--- config.mk ---
export PLATFORM = sky130hd
export DESIGN_NAME = nes_pad_responder
export DESIGN_NICKNAME = d
export VERILOG_FILES = /design/src/rtl/nes_pad_responder.sv
export SDC_FILE = /design/constraint.sdc
export NUM_CORES = 1
export LEC_CHECK = 0
export ABC_CLOCK_PERIOD_IN_PS = 2400
export BUFFER_PORTS_ARGS = -buffer_cell sky130_fd_sc_hd__buf_2
export CORE_MARGIN = 4
export CORE_UTILIZATION = 56
export DETAILED_ROUTE_END_ITERATION = 12
export PLACE_DENSITY = 0.86
export SLEW_MARGIN = 20
export SYNTH_ARGS = -nofsm -noshare
export SYNTH_HDL_FRONTEND = slang
export SYNTH_SLANG_ARGS = --single-unit
--- constraint.sdc ---
create_clock -name clk -period 2.4 [get_ports clk]
set_input_delay 0.48 -clock clk [delete_from_list [all_inputs] [get_ports clk]]
set_output_delay 0.48 -clock clk [all_outputs]
set_load 0.01 [all_outputs]
--- src/rtl/nes_pad_responder.sv ---
// Device-side NES pad model: answers latch/clock strobes from a console-side
// reader and shifts eight active-low button states out on nes_data.
//
// state    | meaning
// ---------+---------------------------------------------------------------
// ST_IDLE  | after reset, line released, waiting for latch high
// ST_LOAD  | latch high, shift register continuously reloaded from buttons
// ST_SHIFT | latch low, one bit shifted per filtered nes_clk rising edge
// ST_DONE  | all 8 bits shifted, line released, clock edges ignored
module nes_pad_responder #(
  parameter int SYNC_STAGES   = 2,
  parameter int FILTER_CYCLES = 4
) (
  input  logic        clk,
  input  logic        reset,
  input  logic [7:0]  buttons_in,
  input  logic        nes_latch,
  input  logic        nes_clk,
  output logic        nes_data,
  output logic [3:0]  bit_index,
  output logic        read_done,
  output logic [15:0] read_count
);

  typedef enum logic [1:0] {ST_IDLE, ST_LOAD, ST_SHIFT, ST_DONE} state_t;

  // Filter counter terminal value: level flips on the FILTER_CYCLES-th
  // consecutive differing sample.
  localparam logic [3:0] FILT_LAST = 4'(FILTER_CYCLES - 1);

  logic [SYNC_STAGES-1:0] latch_sync_q, clk_sync_q;
  logic                   latch_filt_q, latch_filt_d, clk_filt_q, clk_filt_d;
  logic [3:0]             latch_cnt_q, latch_cnt_d, clk_cnt_q, clk_cnt_d;
  logic                   latch_prev_q, clk_prev_q;
  logic                   latch_rise, latch_fall, clk_rise;

  state_t      state_q, state_d;
  logic [7:0]  sr_q, sr_d;
  logic [3:0]  bit_index_q, bit_index_d;
  logic        read_done_q, read_done_d;
  logic [15:0] read_count_q, read_count_d;
  logic        nes_data_q;

  // Synchronizer chains, stability filters and edge-detect history.
  always_ff @(posedge clk) begin
    if (!reset) begin
      latch_sync_q <= '0;
      clk_sync_q   <= '0;
      latch_filt_q <= 1'b0;
      clk_filt_q   <= 1'b0;
      latch_cnt_q  <= '0;
      clk_cnt_q    <= '0;
      latch_prev_q <= 1'b0;
      clk_prev_q   <= 1'b0;
    end else begin
      latch_sync_q <= {latch_sync_q[SYNC_STAGES-2:0], nes_latch};
      clk_sync_q   <= {clk_sync_q[SYNC_STAGES-2:0], nes_clk};
      latch_filt_q <= latch_filt_d;
      clk_filt_q   <= clk_filt_d;
      latch_cnt_q  <= latch_cnt_d;
      clk_cnt_q    <= clk_cnt_d;
      latch_prev_q <= latch_filt_q;
      clk_prev_q   <= clk_filt_q;
    end
  end

  // Filter next state: any sample matching the current level clears the run.
  always_comb begin
    latch_filt_d = latch_filt_q;
    latch_cnt_d  = '0;
    clk_filt_d   = clk_filt_q;
    clk_cnt_d    = '0;
    if (latch_sync_q[SYNC_STAGES-1] != latch_filt_q) begin
      if (latch_cnt_q == FILT_LAST) latch_filt_d = latch_sync_q[SYNC_STAGES-1];
      else                          latch_cnt_d  = latch_cnt_q + 4'd1;
    end
    if (clk_sync_q[SYNC_STAGES-1] != clk_filt_q) begin
      if (clk_cnt_q == FILT_LAST) clk_filt_d = clk_sync_q[SYNC_STAGES-1];
      else                        clk_cnt_d  = clk_cnt_q + 4'd1;
    end
  end

  assign latch_rise = latch_filt_q & ~latch_prev_q;
  assign latch_fall = ~latch_filt_q & latch_prev_q;
  assign clk_rise   = clk_filt_q & ~clk_prev_q;

  // Pad state, shift register and read bookkeeping registers.
  always_ff @(posedge clk) begin
    if (!reset) begin
      state_q      <= ST_IDLE;
      sr_q         <= 8'hFF;
      bit_index_q  <= '0;
      read_done_q  <= 1'b0;
      read_count_q <= '0;
      nes_data_q   <= 1'b1;
    end else begin
      state_q      <= state_d;
      sr_q         <= sr_d;
      bit_index_q  <= bit_index_d;
      read_done_q  <= read_done_d;
      read_count_q <= read_count_d;
      // Driven from the next shift-register MSB so the line moves in the
      // same cycle the register does.
      nes_data_q   <= sr_d[7];
    end
  end

  // Next-state logic; a latch rising edge outranks a same-cycle clock edge.
  always_comb begin
    state_d      = state_q;
    sr_d         = sr_q;
    bit_index_d  = bit_index_q;
    read_done_d  = 1'b0;
    read_count_d = read_count_q;
    case (state_q)
      ST_IDLE: begin
        sr_d        = 8'hFF;
        bit_index_d = '0;
        if (latch_filt_q) begin
          state_d = ST_LOAD;
          sr_d    = ~buttons_in;
        end
      end
      ST_LOAD: begin
        sr_d        = ~buttons_in;
        bit_index_d = '0;
        if (latch_fall) state_d = ST_SHIFT;
      end
      ST_SHIFT: begin
        if (latch_rise) begin
          state_d     = ST_LOAD;
          sr_d        = ~buttons_in;
          bit_index_d = '0;
        end else if (clk_rise) begin
          sr_d        = {sr_q[6:0], 1'b1};
          bit_index_d = bit_index_q + 4'd1;
          if (bit_index_q == 4'd7) begin
            state_d      = ST_DONE;
            sr_d         = 8'hFF;
            read_done_d  = 1'b1;
            read_count_d = read_count_q + 16'd1;
          end
        end
      end
      ST_DONE: begin
        sr_d = 8'hFF;
        if (latch_rise) begin
          state_d     = ST_LOAD;
          sr_d        = ~buttons_in;
          bit_index_d = '0;
        end
      end
      default: begin
        state_d = ST_IDLE;
        sr_d    = 8'hFF;
      end
    endcase
  end

  assign nes_data   = nes_data_q;
  assign bit_index  = bit_index_q;
  assign read_done  = read_done_q;
  assign read_count = read_count_q;

endmodule

======== After elaboration in Yosys (flattened, before gate mapping) ========
Index checks and enable logic that the tools add are counted.
storage, ports and cells
  input port bits ......................... 12
  bits in registers ....................... 47
operators by class
  add/sub/neg operators ................... 4
  muxes and demuxes ....................... 18
  reduce and logical (&&, ||, !) cells .... 10
  bitwise gates (word level) .............. 13
  eq/ne operators ......................... 13
operator list
  kind                     count
  $mux W8                  5
  $pmux W8 S4              1
  $add A16 B1 Y16 const B  1
  $add A4 B1 Y4 const B    3
  $mux W2                  6
  $mux W4                  3
  $pmux W4 S3              1
  $not A1 Y1               9
  $eq A4 B2 Y1 const B     2
  $not A8 Y8               1
  $pmux W2 S4              1
  $ne A2 B2 Y1 const B     3
  $ne A3 B3 Y1 const B     2
  $reduce_and A2 Y1        3
  $reduce_or A3 Y1         2
  $reduce_and A5 Y1        1
  $eq A2 B2 Y1 const B     2
  $eq A4 B3 Y1 const B     1
  $reduce_and A4 Y1        1
  $reduce_or A4 Y1         1
  $and A1 B1 Y1            3
  $eq A2 B1 Y1 const B     1
  $logic_not A2 Y1         1
  $ne A1 B1 Y1             2
  2 further kinds          2

======== Longest topological paths before layout ========
  depth after elaboration ................. 5
  mapped depth ............................ 8

======== Worst setup path after synthesis ========
Ideal clock, no wire load.
  path type ............................... register to register
  start ................................... register state_q[0]
  end ..................................... register read_count_q[10], in the netlist read_count[10]
  required time ........................... 2330 ps
  arrival ................................. 1877 ps
  stages on the path, launching flop included .. 8
  path buffers ............................ 1
  slack ................................... 453 ps
  period minus slack after synthesis ...... 1947 ps
  setup time .............................. 70 ps
  cells stage by stage .................... dfxtp_1 inv_1 ha_1 nand4b_1 or3_4 buf_6 or4_1 a21oi_1
between the ends
  cells in the longest elaborated chain, start to end .. 2
ends and longest elaborated chain
  what                         RTL line  text
  start, declared              37        state_t state_q, state_d;
  start signal, assigned       97        state_q <= state_d;
  $eq A2 B2 Y1                 115       case (state_q)
  $reduce_and A4 Y1 (no line)  n/a
  end signal, assigned         101       read_count_q <= read_count_d;
  end, declared                41        logic [15:0] read_count_q, read_count_d;
Every way passes these cells.
A chain may end at the register's enable or synchronous reset.

======== Worst setup path in the final report ========
Ends and elaborated chain as after synthesis.

==> impl_metrics.yaml <==
run_status:
  status: "finished, final reports clean"
detailed_routing:
  routed_wl_um: 4460
  vias_per_cell: 5.90
  wl_per_cell_um: 13.3
  drc_errors: 0
  drtAntennaViolNets: 0
  dr.pass1.iters: 4
  num_vias: 1984
  detail_route.iter0.violations: 135
die:
  die_h_um: 71.0
  row_count: 22
  start_util: 0.594
  pin_count: 34
  core_area_mm2: 0.00374
  die_w_um: 71.0
  die_area_mm2: 0.00504
final_layout:
  antenna_cells: 0
  layout-drive-gt1-share: 0.156
  mostFrequentLayoutCells: "dfxtp_1 (47), buf_2 (33), nand2_1 (24)"
  final_area_mm2: 0.00254
  final_common_cell: "dfxtp_1"
  nets: 307
  syn_to_final_growth_pct: 14.5
logic_synthesis:
  synthTopCellsByArea: "dfxtp_1 (42%), ha_1 (4.5%), nand2_1 (4.1%), a21oi_1 (3.6%), nor2_1 (3.5%)"
  yosys_warnings: 0
  synth-adder-area-share: 0.0450
  ys_async_sr_fraction: 0
  synth_edf_count: 0
  synth_flop_cell: "dfxtp_1"
  synth_top_area_frac: 0.423
  netlist_area_mm2: 0.00222
  yosys.area_share.simple: 0.278
  ys_ff_latch: 47
  avgSynthCellArea_um2: 8.71
  synth_top_family_by_area: "simple AND/OR/NAND/NOR gates"
  synth-compound-area-share: 0.154
  synthMuxAreaShare: 0.0270
  synth_top_area_cell: "dfxtp_1"
  netlist_instances: 255
  ys_types: 39
  syn_nets: 275
  synth_seq_area_share: 0.423
  synthXorXnorAreaFrac: 0.0315
critical_path:
  crit_required_ns: 2.62
  r2r_start: "state_q[0]"
  cp-end-kind: "register"
  rr_endpoint: "read_count[10]"
  worstRegToRegCells: 6
  worstPathMaxFanout: 21
  path_class: "reg2reg"
  crit_path_start_kind: "register"
  arrival_ns: 2.34
  r2r_slack_ns: 0.29
timing:
  timing.fmax_mhz: 473
  finalWorstSetupSlack_ns: 0.288
  whs_ns: 0.385
  tns_ns: 0
  tightest_slew_ns: 0.658
  finalHoldViolCount: 0
  fin_crit_ns: 2.11
  timing.final.crit_share: 0.880
  slew_headroom: 0.561
  setup_viol: 0
  rsz0062_at_grt: "no"
  drv_slew: 0
  skew_ns: 0.00845
clock_network:
  ctsRootBufferMaster: "clkbuf_8"
  clkTransAtPathRegs_ns: 0.09
  cts_resized: 0
  clk_latency_ns: 0.30
  postCtsSetupRepairBufs: 0
  clockBufferDepth: 2
  cts_buffers: 5
  htreeDepth: 2
  cts_sinks: 47
  hold_buffers: 0
  cts_tree: "built"
pwr:
  ir_drop_mv: 0.434
  p_leak_nw: 0.976
  p_per_area_mw_per_mm2: 642
min_path:
  hp-start: "nes_clk"
  hold-path-cell-count: 2
  whs_endpoint: "clk_sync_q[0]"
  hp-class: "in2reg"
global_routing:
  antenna_found_initial: 0
  track_usage: 0.184
  grt_pass1_vias: 1744
  grt_pass1_wl_um: 7570
  grt_max_degree: 28
  overflow: 0
placement:
  gp_congestion: 0.757
  portBuffers: 33
  place_ws_ns: 0.301
  postPlaceCellArea_mm2: 0.00241
  dp_hpwl_um: 3130
run:
  maxCapViolations: 0
## per-layer routing
layer,routed length [µm],global-route usage,vias up
met5,0,0,-
li1,-,-,992
met3,283,0.0412,8
met2,2170,0.317,56
met1,1940,0.222,928
met4,60,0.0710,0
## final cells by class
type / count / area, µm²
Tap cell: 48 / 60.1
Sequential cell: 47 / 941
Fill cell: 319 / 1200
Timing Repair Buffer: 36 / 188
Clock inverter: 2 / 60.1
Multi-Input combinational cell: 188 / 1190
Clock buffer: 6 / 72.6
Inverter: 9 / 33.8
## power breakdown
group / switching (mW) / internal (mW) / total [mW] / leakage [nW]
Clock: 0.252 / 0.416 / 0.668 / 0.0654
Sequential: 0.0121 / 0.799 / 0.811 / 0.380
Combinational: 0.0871 / 0.0663 / 0.153 / 0.531
## kinds of logic (layout without fill, tap and decap cells)
kind of cell	count (synthesis)	after routing
compound gates	52	52
xor+xnor	8	8
fa+ha+maj	8	8
buf+inv	20	53
flops	47	47
mux	6	6
simple gates	114	114
## how the worst max path moves through the flow
stage | slack [ns] | cells past startpoint | to | start
after floorplan | 0.45 | 7 | read_count[10] | state_q[0]
after global placement | 0.39 | 6 | read_count[9] | state_q[0]
after detailed placement | 0.30 | 6 | read_count[10] | state_q[0]
after CTS | 0.28 | 6 | read_count[10] | state_q[0]
after global routing | 0.12 | 6 | read_count[15] | state_q[0]
final | 0.29 | 6 | read_count[10] | state_q[0]
## critical path, stage by stage, from the launching register on
cell	delay (ns)
dfxtp_1	0.34
inv_1	0.09
ha_1	0.27
nand4b_1	0.18
or3_4	0.47
or4_1	0.53
a21oi_1	0.16
## through the flow
stage                     instances   util  total power, mW
after floorplan                 255      -            0.938
after global placement          328  0.644            0.978
after detailed placement        328  0.644            0.984
after CTS                       336  0.680             1.64
after global routing            336  0.680             1.70
final                           336  0.680             1.63
## Yosys cell counts, types with 2 or more instances
library cell,number
a211oi_1,2
a21oi_1,16
a31oi_1,2
and2_1,8
and3_1,3
and4_1,2
buf_6,2
clkbuf_1,7
dfxtp_1,47
ha_1,8
inv_1,9
mux2i_1,6
nand2_1,24
nand2b_1,8
nand3_1,14
nand4_1,3
nand4b_1,2
nor2_1,21
nor2b_1,7
nor3_1,4
o211ai_1,7
o21ai_0,7
o31ai_1,10
o32ai_1,5
or3_1,2
or4_1,10
xnor2_1,4
xor2_1,4
## flip-flops by register name, summed over array words and instances, names as in the netlist, 2 cells and up
signal	flops
sr_q	8
clk_sync_q	2
clk_cnt_q	4
latch_cnt_q	4
state_q	2
read_count	16
bit_index	4
latch_sync_q	2
(Power assumes the default switching activity.)
